## src/rtl/lvdc_int_scheduler.sv

```systemverilog
// Interrupt scheduler: synchronises external requests, latches pending events,
// and presents the highest-priority unmasked one to the op-code register at an instruction boundary.
module lvdc_int_scheduler #(
  parameter int unsigned NREQ        = 8,
  parameter int unsigned SYNC_STAGES = 2,
  localparam int unsigned IDW        = (NREQ > 1) ? $clog2(NREQ) : 1
) (
  input  logic            BOP,
  input  logic            CSTN,
  input  logic [NREQ-1:0] IRQ,
  input  logic            MASK_WE,
  input  logic [NREQ-1:0] MASK_DATA,
  input  logic            PHASE_END,
  input  logic            INHV,
  input  logic            INTCV,
  output logic            INT,
  output logic [IDW-1:0]  INT_ID,
  output logic [NREQ-1:0] PEND,
  output logic [NREQ-1:0] MASK,
  output logic [NREQ-1:0] OVR,
  output logic            BUSY
);

  typedef enum logic [1:0] {
    ST_IDLE    = 2'd0,
    ST_ARMED   = 2'd1,
    ST_SERVICE = 2'd2
  } state_t;

  state_t                           state_q, state_d;
  logic [SYNC_STAGES-1:0][NREQ-1:0] sync_q;
  logic [NREQ-1:0]                  edge_q;
  logic [NREQ-1:0]                  rise_c;
  logic [NREQ-1:0]                  eligible_c;
  logic [IDW-1:0]                   winner_c;
  logic                             take_c;
  logic [NREQ-1:0]                  clr_c;
  logic [NREQ-1:0]                  pend_d;
  logic [NREQ-1:0]                  ovr_d;

  // Synchroniser chain followed by a single edge flop per line.
  always_ff @(posedge BOP or negedge CSTN) begin
    if (!CSTN) begin
      sync_q <= '0;
      edge_q <= '0;
    end else begin
      sync_q[0] <= IRQ;
      for (int unsigned s = 1; s < SYNC_STAGES; s++) begin
        sync_q[s] <= sync_q[s-1];
      end
      edge_q <= sync_q[SYNC_STAGES-1];
    end
  end

  assign rise_c     = sync_q[SYNC_STAGES-1] & ~edge_q;
  assign eligible_c = PEND & ~MASK;

  // Lowest set index wins.
  always_comb begin
    logic found;
    winner_c = '0;
    found    = 1'b0;
    for (int unsigned i = 0; i < NREQ; i++) begin
      if (eligible_c[i] && !found) begin
        winner_c = IDW'(i);
        found    = 1'b1;
      end
    end
  end

  // Next-state, take decision and pending/overrun updates.
  always_comb begin
    state_d = state_q;
    take_c  = 1'b0;
    case (state_q)
      ST_IDLE: begin
        if ((|eligible_c) && !INHV) state_d = ST_ARMED;
      end
      ST_ARMED: begin
        if (!(|eligible_c) || INHV) begin
          state_d = ST_IDLE;
        end else if (PHASE_END) begin
          state_d = ST_SERVICE;
          take_c  = 1'b1;
        end
      end
      ST_SERVICE: begin
        if (INTCV) state_d = ST_IDLE;
      end
      default: state_d = ST_IDLE;
    endcase

    clr_c  = take_c ? (NREQ'(1) << winner_c) : '0;
    // A new event on the line being taken keeps it pending and is not an overrun.
    pend_d = (PEND & ~clr_c) | rise_c;
    ovr_d  = (OVR & ~clr_c) | (rise_c & PEND & ~clr_c);
  end

  always_ff @(posedge BOP or negedge CSTN) begin
    if (!CSTN) begin
      state_q <= ST_IDLE;
      INT     <= 1'b0;
      INT_ID  <= '0;
      PEND    <= '0;
      OVR     <= '0;
      MASK    <= '1;
      BUSY    <= 1'b0;
    end else begin
      state_q <= state_d;
      INT     <= (state_d == ST_SERVICE);
      BUSY    <= (state_d != ST_IDLE);
      PEND    <= pend_d;
      OVR     <= ovr_d;
      if (take_c)  INT_ID <= winner_c;
      if (MASK_WE) MASK   <= MASK_DATA;
    end
  end

endmodule
```

## config.mk

```make
export PLATFORM = sky130hd
export DESIGN_NAME = lvdc_int_scheduler
export DESIGN_NICKNAME = d
export VERILOG_FILES = /design/src/rtl/lvdc_int_scheduler.sv
export SDC_FILE = /design/constraint.sdc
export NUM_CORES = 1
export LEC_CHECK = 0
export CORE_UTILIZATION = 45
export DETAILED_ROUTE_END_ITERATION = 7
export PLACE_DENSITY = 0.74
export SLEW_MARGIN = 20
export SYNTH_ARGS = -nofsm -noshare
export SYNTH_HDL_FRONTEND = slang
export SYNTH_SLANG_ARGS = --single-unit
```

## constraint.sdc

```tcl
create_clock -name BOP -period 2.4 [get_ports BOP]
set_input_delay 0.72 -clock BOP [delete_from_list [all_inputs] [get_ports BOP]]
set_output_delay 0.72 -clock BOP [all_outputs]
set_load 0.05 [all_outputs]
```

[Yosys cells after proc, flatten, opt, wreduce, memory -nomap -nowiden]
Index checks and enable logic that the tools add are counted.
Storage, ports and cells
  register bits: 55
  word-level logic and storage cells: 69
Operators by class
  reductions and logical operators: 21
  equal/unequal tests: 3
  multiplexer cells: 23
  bitwise logic cells: 11
  shift-type cells: 1
Operator list (count)
  $and A8 B8 Y8: 6
  $not A8 Y8: 3
  $mux W3: 6
  $or A8 B8 Y8: 2
  $mux W1: 11
  $logic_not A1 Y1: 9
  $logic_and A1 B1 Y1: 8
  $mux W2: 4
  $mux W8: 1
  $reduce_or A8 Y1: 1
  $shl A1 B3 Y8 const A: 1
  $pmux W2 S3: 1
  $eq A2 B2 Y1 const B: 2
  $eq A2 B1 Y1 const B: 1
  $logic_not A2 Y1: 1
  $reduce_bool A2 Y1: 1
  $logic_or A1 B1 Y1: 1

[Longest topological paths before layout]
Gate-level depths: netlist (run 1).
  depth after elaboration: 29
  depth in mapped cells: 6

[Worst setup path before layout (run 1)]
OpenSTA, ideal clock, no wires.
  kind: flip-flop to flip-flop
  from: reg MASK[3]
  to: reg INT_ID[0]
  stages on the path, launching flop included: 6
  arrival time: 2057 ps
  library setup time: 125 ps
  path slack: 218 ps
  data required time: 2275 ps
  clock period less this slack: 2182 ps
  buffers on the path: 1
  cell sequence: dfstp_2 > and2b_4 > or4_1 > buf_2 > o31a_4 > mux2_4
Between the ends
  word-level cells in the longest chain between the ends: 16
  elaborated cells between the ends (all ways): 25
RTL lines
  from (decl): line 19  | output logic [NREQ-1:0] MASK,
  from (signal assigned): line 106  | MASK <= '1;
  from (signal assigned): line 115  | if (MASK_WE) MASK <= MASK_DATA;
  $not A8 Y8 *: line 56  | assign eligible_c = PEND & ~MASK;
  $and A8 B8 Y8 *: line 56
  $logic_and A1 B1 Y1: line 64  | if (eligible_c[i] && !found) begin
  $mux W1: line 64
  $logic_not A1 Y1: line 64
  $logic_and A1 B1 Y1: line 64
  $mux W1: line 64
  $logic_not A1 Y1: line 64
  $logic_and A1 B1 Y1: line 64
  $mux W1: line 64
  $logic_not A1 Y1: line 64
  $logic_and A1 B1 Y1: line 64
  $mux W1: line 64
  $logic_not A1 Y1: line 64
  $logic_and A1 B1 Y1: line 64
  $mux W3: line 64
  to (signal assigned): line 114  | if (take_c) INT_ID <= winner_c;
  to (decl): line 17  | output logic [IDW-1:0] INT_ID,
Every way passes the cells marked *; elsewhere a longest branch is shown, timed or not.
A chain may end at the register's enable or synchronous reset.

[Worst setup path in the final report (run 1)]
  from: reg PEND[2]
  to: out PEND[2]
RTL lines
  from (decl): line 18  | output logic [NREQ-1:0] PEND,
  from (signal assigned): line 112  | PEND <= pend_d;
No word-level cell between the ends.

==> results of run 1 <==
report_power, final:
group | switching, mW | internal, mW
combinational | 0.291 | 0.178
sequential | 0.0457 | 1.01
clock | 0.278 | 0.337
total | 0.615 | 1.52
timing repair:
item | in CTS | in global routing
gates resized for setup | 0 | 2
hold endpoints to repair | 0 | 0
setup buffers | 0 | 0
endpoints found under the setup margin | 0 | 2
cells by family (layout without fill, tap and decap cells):
group,Yosys count,count (layout),share of synthesized area [%]
muxes,7,7,4.08
and+or+nand+nor,48,48,13.7
buffers and inverters,9,67,1.73
DFF,55,55,68.4
AOI/OAI and AO/OA,38,38,12.0
layout make-up:
type	instances	area, um2
sequential	55	1390
timing repair buffer	54	515
tap	52	65.1
clock buffer	6	82.6
inverter	5	18.8
fill	337	1650
multi-input combinational	93	604
clock inverter	2	35.0
per-layer routing:
layer	up-vias	wire [um]	track usage, %
met1	663	1880	24.7
met4	0	78	8.39
met2	47	1850	26.5
met5	-	0	0
met3	7	175	3.65
li1	661	-	-
registers in the layout, indices dropped and copies added (netlist names):
signal	count
sync_q	16
MASK	8
OVR	8
edge_q	8
BUSY	1
INT	1
state_q	2
PEND	8
INT_ID	3
layout by cell type, fill, tap and decap left out, drive strengths merged, types with 2 or more instances in the layout:
| master | netlist | layout |
|---|---|---|
| a21oi | 18 | 18 |
| dfrtp | 47 | 47 |
| dfstp | 8 | 8 |
| inv | 5 | 5 |
| o21bai | 2 | 2 |
| o22ai | 2 | 2 |
| o21ai | 4 | 4 |
| mux2 | 7 | 7 |
| clkbuf | 3 | 6 |
| a21o | 2 | 2 |
| nor4 | 5 | 5 |
| and3 | 2 | 2 |
| nor2b | 12 | 12 |
| nand2b | 3 | 3 |
| nor2 | 11 | 11 |
| nor3 | 2 | 2 |
| a31oi | 3 | 3 |
| nand3 | 2 | 2 |
| dlymetal6s2s | 0 | 2 |
| clkdlybuf4s50 | 0 | 41 |
| o31ai | 2 | 2 |
| nand2 | 5 | 5 |
| buf | 1 | 11 |
path summary, 6_finish.rpt:
path | slack (ps) | depth (start not counted) | endpoint | start
setup / recovery | 80 | 1 | PEND[2] | PEND[2]
hold / removal | 360 | 0 | sync_q[10] | sync_q[2]
setup reg to reg | 280 | 4 | OVR[6] | MASK[3]
hold reg to reg | 360 | 0 | sync_q[10] | sync_q[2]
max in group asynchronous | 1280 | 2 | MASK[3] | CSTN
min in group asynchronous | 420 | 1 | PEND[6] | CSTN
through the flow:
stage                     std cells  instance area, um2  setup slack (ps)  utilization, %  setup TNS (ps)
after floorplan                 157                2030               218               -               0
after global placement          259                2580              70.3            59.4               0
after detailed placement        259                2580             -2.68            59.4           -5.02
after CTS                       267                2700              22.4            62.1               0
after global routing            267                2710              35.8            62.2               0
final                           267                2710              82.3            62.2               0
==> PnR_summary.wiki, run 1 <==
{| class="wikitable"
! Metric !! Value
|-
| CTS H-tree depth || 2
|-
| Ys flop type || dfrtp_1
|-
| Share of synthesized flip-flops with an asynchronous set or reset || 100%
|-
| CP Cell Sequence || clkdlybuf4s50_1
|-
| Highest-delay cell along the critical path || clkdlybuf4s50_1
|-
| Antenna violations before repair || 0
|-
| Post-detailed-routing wire length || 3980 um
|-
| Share of layout cells above drive strength 1 || 18.6%
|-
| Clock tree from TritonCTS || built
|-
| Worst-case vdd ir drop || 466 uV
|-
| Largest net degree at the start of global routing || 30
|-
| Total Nets Final || 236
|-
| CTS max path bufs || 2
|-
| Worst Path Buf+Inv || 1
|-
| Arrival time reported for the critical path endpoint || 1600 ps
|-
| Post-Synthesis Cell Area || 0.00203 mm2
|-
| Clock network latency to the later pin of the worst-skew pair || 300 ps
|-
| Most frequent cell after synthesis || dfrtp_1
|-
| HPWL reported at the end of detailed placement || 2930 um
|-
| Ranking of synthesized cells by area || dfrtp_1 58%, dfstp_2 10%, a21oi_1 4.4%
|-
| Post-synthesis sequential area ratio || 68.4%
|-
| Diodes inserted || 0
|-
| Endpoints failing hold || 0
|-
| P&R area growth vs syn || 33.7%
|-
| Remaining number of nets flagged by the antenna check after routing || 0
|-
| Data required time at the worst endpoint || 1680 ps
|-
| Nature of the critical path startpoint || flip-flop
|-
| Wire per inst || 14.9 um
|-
| Root Buffer Master || clkbuf_8
|-
| First-pass iteration count of the detailed router || 4
|-
| Number of buffers inserted by port buffering || 50
|-
| GRT Residual Overflow || 0
|-
| Count of flip-flops with a built-in enable after synthesis || 0
|-
| CTS Hold Bufs || 0
|-
| Upper clock frequency limit || 0.431 GHz
|-
| Post-Syn Nets || 179
|-
| Die Y-Extent || 69.1 um
|-
| Setup skew after layout || 7.26 ps
|-
| Number of DRC markers after the initial detailed-route iteration || 80
|-
| CP peak stage delay || 840 ps
|-
| I/O pin count || 51
|-
| MaxCap Viol Count || 0
|-
| Total of endpoints with negative setup slack in the final report || 0
|-
| Sum of internal, switching and leakage power || 2.14 mW
|-
| Leakage dissipation || 1.15 nW
|-
| Core area || 0.00435 mm2
|-
| Wire length of the first global-routing pass || 6540 um
|-
| Commonest cells post-synth || 47 x dfrtp_1, 18 x a21oi_1, 11 x nor2_1, 11 x nor2b_1, 8 x dfstp_2
|-
| DRC violation count after routing || 0
|-
| Result of the run || finished clean
|-
| Die boundary width || 69.1 um
|-
| Number of distinct standard cells referenced by the synthesized netlist || 36
|-
| Number of global-route vias before repair || 1369
|-
| Synthesized instance count || 157
|-
| Least-Margin Pin Slew || 622 ps
|-
| Highest fanout seen on the critical path || 5
|-
| Cell family with the largest share of critical-path delay || buffers and inverters
|-
| Critical path endpoint category || primary output
|-
| Num CTS Buffers || 5
|-
| Routability-driven placement congestion ratio || 0.766
|-
| Die ar. || 0.00477 mm2
|-
| Pins Over Slew Limit || 0
|-
| Total routing usage reported by global routing || 17.7%
|-
| Register clock-pin slew on the reported worst setup and hold paths || 90 ps
|-
| Crit Path Class || reg2out
|-
| Vias post-DR || 1378
|-
| Cell taking the most area after synthesis || dfrtp_1
|-
| Synth Register Bits || 55
|-
| Mean post-synth cell area || 12.9 um2
|-
| Cell Rows || 24
|-
| Slew margin rel. || 58.5%
|-
| Period utilisation layout || 96.6%
|-
| Clock net sink count || 55
|-
| Unrepaired setup endpoints after global routing || no
|-
| YS warnings || 0
|-
| Effective utilization at floorplan || 46.5%
|-
| Worst min path class || reg2reg
|-
| Minimum clock period after layout || 2320 ps
|-
| Cell Pwr Density || 789 mW/mm2
|-
| Final-layout worst hold slack || 356 ps
|-
| Via-per-instance ratio || 5.16
|-
| Share of the synthesized area in the top cell type || 58.1%
|}
Note: power is estimated with default switching activity, not from simulation.
==> run 2: changes to the inputs <==
- CORE_UTILIZATION: 45 -> 43
- clock period: 2.4 -> 1.94 ns (I/O delays scaled with it)
==> PnR_summary.wiki, run 2 (synthesis results as in run 1) <==
{| class="wikitable"
! Metric !! Value
|-
| Number of buffers inserted by port buffering || 50
|-
| Routability-driven placement congestion ratio || 0.816
|-
| DRC violation count after routing || 10
|-
| Die ar. || 0.00499 mm2
|-
| Worst setup slack before clock tree synthesis || -226 ps
|-
| Cell area after layout || 0.00291 mm2
|-
| Crit Path Class || reg2reg
|-
| Net switching power || 807 uW
|-
| Minimum clock period after layout || 1920 ps
|-
| Flip-flop count of the largest register after layout || 16
|-
| Upper clock frequency limit || 0.520 GHz
|-
| Result of the run || finished, violations left
|-
| Via-per-instance ratio || 5.31
|-
| Arrival time reported for the critical path endpoint || 2130 ps
|-
| Cell Pwr Density || 893 mW/mm2
|-
| Die Y-Extent || 70.6 um
|-
| Num CTS Buffers || 5
|-
| Data required time at the worst endpoint || 2140 ps
|-
| Sum of internal, switching and leakage power || 2.60 mW
|-
| Total of endpoints with negative setup slack in the final report || 0
|-
| Largest net degree at the start of global routing || 27
|-
| Vias post-DR || 1508
|-
| Worst-case vdd ir drop || 558 uV
|-
| Worst min path class || in2async
|-
| Wire per inst || 15.6 um
|-
| Least-Margin Pin Slew || 500 ps
|-
| Final cell utilization of the core || 65.5%
|-
| Violations in the final reports || DRC
|-
| Core area || 0.00444 mm2
|-
| Diodes inserted || 0
|-
| Combinational Power Share || 27.0%
|-
| Setup skew after layout || 10.1 ps
|-
| Clock tree from TritonCTS || built
|-
| CTS H-tree depth || 2
|-
| Post-route worst setup slack || 15.3 ps
|-
| Die boundary width || 70.6 um
|-
| Wire length of the first global-routing pass || 7200 um
|-
| Register clock-pin slew on the reported worst setup and hold paths || 100 ps
|-
| Clock network power share || 22.8%
|-
| Number of DRC markers after the initial detailed-route iteration || 74
|-
| Commonest non-fill, non-tap cells in the layout || 47 x dfrtp_1, 39 x buf_4, 20 x clkdlybuf4s50_1, 17 x a21oi_1
|-
| Share of layout cells above drive strength 1 || 37.5%
|-
| Portion of total power attributed to sequential cells || 50.2%
|-
| GRT Residual Overflow || 0
|-
| Period utilisation layout || 99.2%
|-
| P&R area growth vs syn || 43.7%
|-
| CTS max path bufs || 2
|-
| Critical path endpoint category || flip-flop
|-
| Register with the most flip-flops || sync_q
|-
| Clock network latency to the later pin of the worst-skew pair || 310 ps
|-
| Slew margin rel. || 66.7%
|-
| Remaining number of nets flagged by the antenna check after routing || 0
|-
| First-pass iteration count of the detailed router || 7
|-
| MaxCap Viol Count || 0
|-
| Post-detailed-routing wire length || 4420 um
|-
| Leakage dissipation || 1.26 nW
|-
| Endpoints failing hold || 0
|-
| Nature of the critical path startpoint || flip-flop
|-
| Switching Fraction || 31.0%
|-
| Unrepaired setup endpoints after global routing || yes
|-
| Clock net sink count || 55
|-
| Highest fanout seen on the critical path || 6
|-
| Pins Over Slew Limit || 0
|-
| Root Buffer Master || clkbuf_8
|-
| Power Internal || 1.79 mW
|-
| Total routing usage reported by global routing || 19.1%
|-
| Effective utilization at floorplan || 45.6%
|-
| Placed cell areas || 0.00273 mm2
|-
| Total Nets Final || 253
|-
| Most frequent standard cell in the layout excluding fill and tap cells || dfrtp_1
|-
| Cell Rows || 24
|-
| Antenna violations before repair || 0
|-
| I/O pin count || 51
|-
| HPWL reported at the end of detailed placement || 3240 um
|-
| Number of global-route vias before repair || 1561
|}
-- run 2: cell count changes in the layout (fill, tap and decap cells not counted), moves of 2 or more --
cell	delta
buf_4	+29
buf_6	+2
nor4_1	-2
dlymetal6s2s_1	-2
clkdlybuf4s50_1	-21
buf_12	+9
clkinv_2	+2
nor4_2	+2
-- run 2: power groups by stage --
stage | clock network (mW) | logic (mW) | registers, mW
finish | 0.592 | 0.702 | 1.31
global route | 0.671 | 0.739 | 1.31
CTS | 0.612 | 0.670 | 1.30
detailed placement | 0 | 0.648 | 1.33
global placement | 0 | 0.635 | 1.32
floorplan | 0 | 0.167 | 1.52
-- run 2: per-layer routing --
metal | GRT usage, % | part of all wire (%) | up-vias
met1 | 23.0 | 43 | 747
met2 | 32.1 | 49 | 59
met5 | 0 | 0 | -
li1 | - | - | 694
met4 | 7.78 | 1.5 | 0
met3 | 5.98 | 6.1 | 8
-- run 2: area by class of cell --
cell class                      count  area (um2)
Clock inverter                      3        15.0
Sequential cell                    55        1390
Inverter                            5        18.8
Timing Repair Buffer               71         701
Tap cell                           52        65.1
Fill cell                         330        1530
Multi-Input combinational cell     93         656
Clock buffer                        5        68.8
-- run 2: metrics by stage --
stage          cells  TNS, ps  hold WS [ps]
4_1_cts          280    -4.40           237
3_3_place_gp     270    -1200           332
2_1_floorplan    157    -1780           286
6_report         284        0           225
3_5_place_dp     270    -2500           336
5_1_grt          284     -102           238
-- run 2: final timing paths --
path                           start    endpoint  slack (ps)  depth (start not counted)
max                          MASK[1]   INT_ID[0]          20                          4
min                             CSTN         INT         220                          1
max reg2reg                  MASK[1]   INT_ID[0]          20                          4
min reg2reg                sync_q[6]  sync_q[14]         350                          0
max in group asynchronous       CSTN     MASK[5]        1090                          2
min in group BOP           sync_q[6]  sync_q[14]         350                          0
-- run 2: critical path, cell delays in order, from the launching register on --
cell and delay (ps):
dfstp_2 540, nor2b_1 90, or4_4 600, o31a_4 330, mux2_4 260
-- run 2: what timing repair did --
item                                    CTS  global route
pin swaps                                 1             3
gates resized for setup                   2             8
hold buffers                              0             0
gates cloned                              0             0
setup buffers                             2             4
endpoints found under the setup margin    6            13
==> run 3: changes to the inputs <==
- CORE_MARGIN: not set -> 4
- MAX_ROUTING_LAYER: not set -> met4
==> PnR_summary.wiki, run 3 (synthesis results as in run 1) <==
{| class="wikitable"
! Metric !! Value
|-
| Upper clock frequency limit || 0.506 GHz
|-
| Effective utilization at floorplan || 45.6%
|-
| Flip-flop count of the largest register after layout || 16
|-
| Highest fanout seen on the critical path || 5
|-
| Net switching power || 804 uW
|-
| Die boundary width || 76.6 um
|-
| MaxCap Viol Count || 0
|-
| Least-Margin Pin Slew || 454 ps
|-
| Violations in the final reports || setup timing
|-
| Post-detailed-routing wire length || 4450 um
|-
| Die Y-Extent || 76.6 um
|-
| Combinational Power Share || 25.0%
|-
| Final-layout worst hold slack || 254 ps
|-
| Cell area after layout || 0.00292 mm2
|-
| Vias post-DR || 1484
|-
| Unrepaired setup endpoints after global routing || yes
|-
| Remaining number of nets flagged by the antenna check after routing || 0
|-
| HPWL reported at the end of detailed placement || 3180 um
|-
| Switching Fraction || 29.2%
|-
| Clock network power share || 27.8%
|-
| Result of the run || finished, violations left
|-
| Pins Over Slew Limit || 0
|-
| Register with the most flip-flops || sync_q
|-
| Clock network latency to the later pin of the worst-skew pair || 300 ps
|-
| CTS H-tree depth || 2
|-
| Endpoint of the worst register-to-register path || INT_ID[0]
|-
| Register-to-Register Setup Slack || -30 ps
|-
| Share of layout cells above drive strength 1 || 35.5%
|-
| Clock tree from TritonCTS || built
|-
| Crit Path Class || reg2reg
|-
| First-pass iteration count of the detailed router || 4
|-
| Power Internal || 1.95 mW
|-
| Post-route worst setup slack || -34.4 ps
|-
| Nature of the critical path startpoint || flip-flop
|-
| Period utilisation layout || 102%
|-
| Num CTS Buffers || 5
|-
| Number of buffers inserted by port buffering || 50
|-
| CTS Hold Bufs || 0
|-
| Via-per-instance ratio || 5.30
|-
| Sum of internal, switching and leakage power || 2.76 mW
|-
| Worst-case vdd ir drop || 441 uV
|-
| Cell Rows || 24
|-
| Number of cells on the worst reg-to-reg path || 4
|-
| Minimum clock period after layout || 1970 ps
|-
| Number of global-route vias before repair || 1632
|-
| Critical path endpoint category || flip-flop
|-
| Total routing usage reported by global routing || 16.5%
|-
| Root Buffer Master || clkbuf_8
|-
| Die ar. || 0.00587 mm2
|-
| Routability-driven placement congestion ratio || 0.871
|-
| Wire per inst || 15.9 um
|-
| CTS max path bufs || 2
|-
| Diodes inserted || 0
|-
| GRT Residual Overflow || 0
|-
| Clock net sink count || 55
|-
| Core area || 0.00444 mm2
|-
| Portion of total power attributed to sequential cells || 47.2%
|-
| Total Nets Final || 249
|-
| Data required time at the worst endpoint || 2140 ps
|-
| Cell Pwr Density || 943 mW/mm2
|-
| Slew margin rel. || 69.7%
|-
| Setup skew after layout || 9.86 ps
|-
| DRC violation count after routing || 0
|-
| Commonest non-fill, non-tap cells in the layout || 47 x dfrtp_1, 35 x buf_4, 20 x clkdlybuf4s50_1, 17 x a21oi_1
|-
| Endpoints failing hold || 0
|-
| P&R area growth vs syn || 44.2%
|-
| Most frequent standard cell in the layout excluding fill and tap cells || dfrtp_1
|-
| Register clock-pin slew on the reported worst setup and hold paths || 90 ps
|-
| Placed cell areas || 0.00273 mm2
|-
| Largest net degree at the start of global routing || 56
|-
| Number of DRC markers after the initial detailed-route iteration || 134
|-
| Arrival time reported for the critical path endpoint || 2170 ps
|-
| Total of endpoints with negative setup slack in the final report || 4
|-
| Origin of the critical flop-to-flop path || MASK[3]
|-
| Antenna violations before repair || 0
|-
| Total negative slack || -64.6 ps
|-
| Wire length of the first global-routing pass || 7570 um
|-
| I/O pin count || 51
|-
| Leakage dissipation || 1.26 nW
|-
| Worst min path class || in2async
|}
## run 3: cell types whose count changed in the layout (fill, tap and decap cells not counted), sizes merged
cell	delta
buf	-4
bufinv	+1
clkbuf	+1
clkinv	-2
## run 3: critical path: stages, from the launching register on
cell	delay, ps
dfstp_2	550
and2b_4	190
or4_4	550
o31a_4	330
mux2_4	260
## run 3: what timing repair did
| action | CTS | global route |
|---|---|---|
| setup buffers | 0 | 2 |
| resized for setup | 1 | 7 |
| setup endpoints to repair | 5 | 13 |
| pin swaps | 0 | 2 |
| hold endpoints to repair | 0 | 0 |
## run 3: power by group through the flow
stage / Sequential, mW / Clock [mW] / Combinational, mW
2_1_floorplan: 1.52 / 0 / 0.167
3_3_place_gp: 1.32 / 0 / 0.640
3_5_place_dp: 1.32 / 0 / 0.652
4_1_cts: 1.30 / 0.783 / 0.657
5_1_grt: 1.31 / 0.844 / 0.730
6_report: 1.30 / 0.766 / 0.690
## run 3: cell type report
type / instances / area (um2)
Fill cell: 333 / 1520
Inverter: 5 / 18.8
Clock buffer: 6 / 82.6
Multi-Input combinational cell: 93 / 654
Timing Repair Buffer: 67 / 679
Sequential cell: 55 / 1390
Tap cell: 52 / 65.1
Clock inverter: 2 / 35.0
## run 3: worst max-delay path by stage
stage,startpoint,depth (start not counted),slack [ps],to
2_1_floorplan,MASK[3],5,-240,INT_ID[0]
3_3_place_gp,INHV,7,-70,PEND[6]
3_5_place_dp,INHV,7,-160,PEND[6]
4_1_cts,MASK[3],4,-30,INT_ID[0]
5_1_grt,MASK[3],4,-70,INT_ID[0]
6_report,MASK[3],4,-30,INT_ID[0]
## run 3: through the flow
step | util (%) | instances | setup slack (ps)
floorplan | - | 157 | -241
global placement | 61.3 | 270 | -71.1
detailed placement | 61.3 | 270 | -161
CTS | 64.1 | 278 | -32.4
global route | 65.7 | 280 | -73.2
finish | 65.7 | 280 | -34.4
## run 3: metal layers
layer | track usage (%) | routed length, um
met2 | 27.3 | 2250
met5 | - | 0
met1 | 18.7 | 1840
met4 | 6.16 | 106
met3 | 5.20 | 254
==> variant 1: new RTL, flow settings as in run 2 <==
Encoding of `state_t`: now one-hot (3 bits for 3 states).
--- a/src/rtl/lvdc_int_scheduler.sv
+++ b/src/rtl/lvdc_int_scheduler.sv
@@ -21,10 +21,10 @@
   output logic            BUSY
 );
 
-  typedef enum logic [1:0] {
-    ST_IDLE    = 2'd0,
-    ST_ARMED   = 2'd1,
-    ST_SERVICE = 2'd2
+  typedef enum logic [2:0] {
+    ST_IDLE    = 3'b001,
+    ST_ARMED   = 3'b010,
+    ST_SERVICE = 3'b100
   } state_t;
 
   state_t                           state_q, state_d;
Function: no difference found for any inputs over 10 cycles, from zero or initial values; not proved beyond that.
==> variant 1 against run 2 <==
- core utilization rose by 1.8 points
- combinational power barely moved
- design area rose by 4.1%
- worst hold slack improved by 0.033 ns
- setup slack improved by 0.073 ns
- critical path type unchanged
- routed wire length fell by 5.0%
- count of clock-buffer cells in the layout did not move
- power rose by 2.3%
- non-clock buffer count rose by 4
- critical path depth rose by 2
- synthesized area rose by 3.1%
- sequential cell count rose by 1
==> variant 1: results (changes against run 2) <==
status finished clean (was complete, but fails checks); Met3 Wirelength 191 um (was 268 um); Via density 5.03 (was 5.31); Critical R2R Capture BUSY$_DFF_PN0_ (was INT_ID[0]$_DFFE_PN0N_); R2R depth 6 (was 4); worst path arrival time 2.06 ns (was 2.13 ns); r2r setup slk 0.09 ns (was 0.02 ns); sequential area share after synthesis 67.6% (was 68.4%); Post-CTS Setup Inserts 3 (was 2); wire length per cell 14.0 um (was 15.6 um); largest net degree at the start of global routing 31 (was 27); Crit path largest cell delay 0.43 ns (was 0.60 ns); post-synthesis compound-gate area fraction 11.4% (was 12.0%); gpl congestion 0.756 (was 0.816); hpwl dp 3.14 mm (was 3.24 mm); synth top area cells dfrtp_1 56%, dfstp_2 11%, mux2_2 4.9% (was dfrtp_1 58%, dfstp_2 10%, a21oi_1 4.4%); CP endpoint BUSY$_DFF_PN0_ (was INT_ID[0]$_DFFE_PN0N_); peak supply drop 0.612 mV (was 0.558 mV); share of layout cells above drive strength 1 38.9% (was 37.5%); leakage power 1.29 nW (was 1.26 nW); routing usage on met3 4.22% (was 5.98%); GR Util met1 24.5% (was 23.0%); clk_skew 0.00696 ns (was 0.0101 ns); Worst Setup SP PEND[2]$_DFF_PN0_ (was MASK[1]$_DFFE_PN1P_); Relative slew margins 68.4% (was 66.7%); drt drc 0 (was 10); vias in the first global route 1,560 (was 1,561); final hold slack 0.257 ns (was 0.225 ns); Metal-1 WL 1.89 mm (was 1.90 mm); synthesized net count 188 (was 179); CP max FO 5 (was 6); Period minus WS final 1.85 ns (was 1.92 ns); Netlist cell types 26 (was 36); post-cts sizing count 6 (was 2); Post-Place Setup Slack -0.528 ns (was -0.226 ns); Slowest cell on crit path dfrtp_1 (was or4_4); Synth top cells by count 47 x dfrtp_1, 20 x a21oi_1, 19 x nor2_1 (was 47 x dfrtp_1, 18 x a21oi_1, 11 x nor2_1, 11 x nor2b_1, 8 x dfstp_2); met2 Track Usage GR 30.0% (was 32.1%); placed cell area 2890 sq um (was 2730 sq um); Layout Nets 268 (was 253); WL met2 2.05 mm (was 2.18 mm); total routing usage reported by global routing 18.4% (was 19.1%); first-pass GRT wire length 7.24 mm (was 7.20 mm); First DRT Iteration DRCs 61 (was 74); DRT Pass-1 Iters 4 (was 7); H-tree Lvls 2 (unchanged); mux cell area share after synthesis 6.29% (was 4.08%)
## variant 1: where the power goes
group	internal [W]	switching (W)
registers	0.00128	0.0000516
logic	0.000294	0.000406
clock network	0.000259	0.000374
total	0.00183	0.000832
## variant 1: final cells by class
type                       instances  area [sq um]
inverter                           2          7.51
timing repair buffer              75           731
clock buffer                       5          68.8
clock inverter                     3          22.5
tap                               52          65.1
multi-input combinational        106           721
fill                             357          1470
sequential                        56          1420
## variant 1: cells by family after synthesis
family	Yosys count
DFF	56
and+or+nand+nor	55
AOI/OAI and AO/OA	39
muxes	12
buffers and inverters	4
## variant 1: worst max-delay path, delay by kind of cell (launching register included)
family                 cells  cell delay, ns
AOI/OAI and AO/OA          2            0.55
DFF                        1            0.43
and+or+nand+nor            1            0.21
muxes                      2            0.36
buffers and inverters      1            0.18
## variant 1: through the flow
stage	util, %	instances
5_1_grt	67.3	299
3_3_place_gp	64.3	285
2_1_floorplan	-	166
6_report	67.3	299
4_1_cts	66.7	296
3_5_place_dp	64.3	285
==> variant 2: new RTL, settings of run 2 <==
Without the edit above. `NREQ`: 8 -> 4.
--- a/src/rtl/lvdc_int_scheduler.sv
+++ b/src/rtl/lvdc_int_scheduler.sv
@@ -1,7 +1,7 @@
 // Interrupt scheduler: synchronises external requests, latches pending events,
 // and presents the highest-priority unmasked one to the op-code register at an instruction boundary.
 module lvdc_int_scheduler #(
-  parameter int unsigned NREQ        = 8,
+  parameter int unsigned NREQ        = 4,
   parameter int unsigned SYNC_STAGES = 2,
   localparam int unsigned IDW        = (NREQ > 1) ? $clog2(NREQ) : 1
 ) (
Interface: changed (6 resized); port bits go from 51 to 30. No check against the original RTL was run, so the function may have changed too.
==> variant 2 against run 2 <==
- sequential cell count shrank 25
- power decreased by 42%
- routed wire length is 56% lower
- design area decreased by 47%
- synthesized area fell by 44%
- via count is 51% lower
- core utilization down 3.4 points
- setup slack better by 0.24 ns
- highest routed layer unchanged
==> variant 2: results (changes against run 2) <==
Netlist cell types 26 (was 36); DRT Pass-1 Iters 4 (was 7); peak supply drop 0.637 mV (was 0.558 mV); first-pass GRT wire length 3.30 mm (was 7.20 mm); placed cell area 1480 sq um (was 2730 sq um); root buf cell clkbuf_4 (was clkbuf_8); Worst-path clk slew 0.08 ns (was 0.10 ns); port buffer count 29 (was 50); mux cell area share after synthesis 4.00% (was 4.08%); hpwl dp 1.43 mm (was 3.24 mm); First DRT Iteration DRCs 4 (was 74); Post-CTS Setup Inserts 0 (was 2); total routing usage reported by global routing 17.5% (was 19.1%); Slowest cell on crit path dfstp_2 (was or4_4); worst min path class reg2reg (was in2async); R2R depth 3 (was 4); crit-path leading delay family flip-flops (was simple AND/OR/NAND/NOR gates); synthesized net count 95 (was 179); Synth top cells by count 26 x dfrtp_1, 8 x a21oi_1, 7 x inv_1 (was 47 x dfrtp_1, 18 x a21oi_1, 11 x nor2_1, 11 x nor2b_1, 8 x dfstp_2); Vias 743 (was 1,508); status finished clean (was complete, but fails checks); Layout Nets 133 (was 253); FILL cells 213 (was 330); Crit path largest cell delay 0.63 ns (was 0.60 ns); CP max FO 5 (was 6); leakage power 0.665 nW (was 1.26 nW); share of layout cells above drive strength 1 33.3% (was 37.5%); Worst Setup SP MASK[0]$_DFFE_PN1P_ (was MASK[1]$_DFFE_PN1P_); Worst-Margin Slew 0.367 ns (was 0.500 ns); sequential area share after synthesis 67.1% (was 68.4%); max_cap viols 0 (unchanged); synth top area cells dfrtp_1 58%, dfstp_2 9.3%, mux2_2 4.0% (was dfrtp_1 58%, dfstp_2 10%, a21oi_1 4.4%); vias in the first global route 735 (was 1,561); Largest register FFs 8 (was 16); post-synthesis compound-gate area fraction 13.4% (was 12.0%)
-- variant 2: changes by cell type after synthesis, sizes merged, moves of 3 or more --
cell,change
dfrtp,-21
a21oi,-10
nor2b,-10
nor2,-8
dfstp,-4
nand2,-4
nor4,-4
clkbuf,-3
mux2,-3
-- variant 2: worst paths after layout --
| kind | slack, ns | to |
|---|---|---|
| min in group asynchronous | 0.64 | INT_ID[0]$_DFFE_PN0N_ |
| max in group asynchronous | 0.97 | MASK[0]$_DFFE_PN1P_ |
| max reg2reg | 0.55 | BUSY$_DFF_PN0_ |
| min reg2reg | 0.35 | sync_q[4]$_DFF_PN0_ |
| max | 0.26 | MASK[0] |
| min | 0.35 | sync_q[4]$_DFF_PN0_ |
-- variant 2: cells by family after synthesis --
| kind of cell | Yosys count |
|---|---|
| AO/OA/AOI/OAI | 24 |
| AND/OR/NAND/NOR | 16 |
| flip-flops | 30 |
| buffers and inverters | 7 |
| multiplexers | 4 |
-- variant 2: area by class of cell --
cell class	instances	share of cell area, %
flip-flops and latches	30	49.1
multi-input cells	44	22.4
repair buffers	31	20.5
clock buffers	7	3.58
well taps	30	2.44
inverters	7	1.71
clock inverters	1	0.325
-- variant 2: metrics by stage --
| stage | util (%) | worst slack, ns | power (W) | hold WS (ns) | instances |
|---|---|---|---|---|---|
| after floorplan | - | 0.461 | 0.000988 | 0.286 | 81 |
| after global placement | 59.7 | 0.0961 | 0.00115 | 0.332 | 142 |
| after detailed placement | 59.7 | 0.0710 | 0.00115 | 0.336 | 142 |
| after CTS | 62.1 | 0.230 | 0.00154 | 0.356 | 150 |
| after global routing | 62.1 | 0.211 | 0.00159 | 0.366 | 150 |
| final | 62.1 | 0.260 | 0.00151 | 0.352 | 150 |
-- variant 2: where the power goes --
| group | switching [W] | internal, W | total, W |
|---|---|---|---|
| registers | 0.0000510 | 0.000692 | 0.000743 |
| logic | 0.000240 | 0.000155 | 0.000395 |
| clock network | 0.000196 | 0.000175 | 0.000372 |
-- variant 2: routing by layer --
layer / share of wire, % / track usage (%)
met1: 45 / 21.8
met2: 48 / 25.7
met3: 6.1 / 6.32
met4: 1.1 / 10.5
met5: 0 / 0
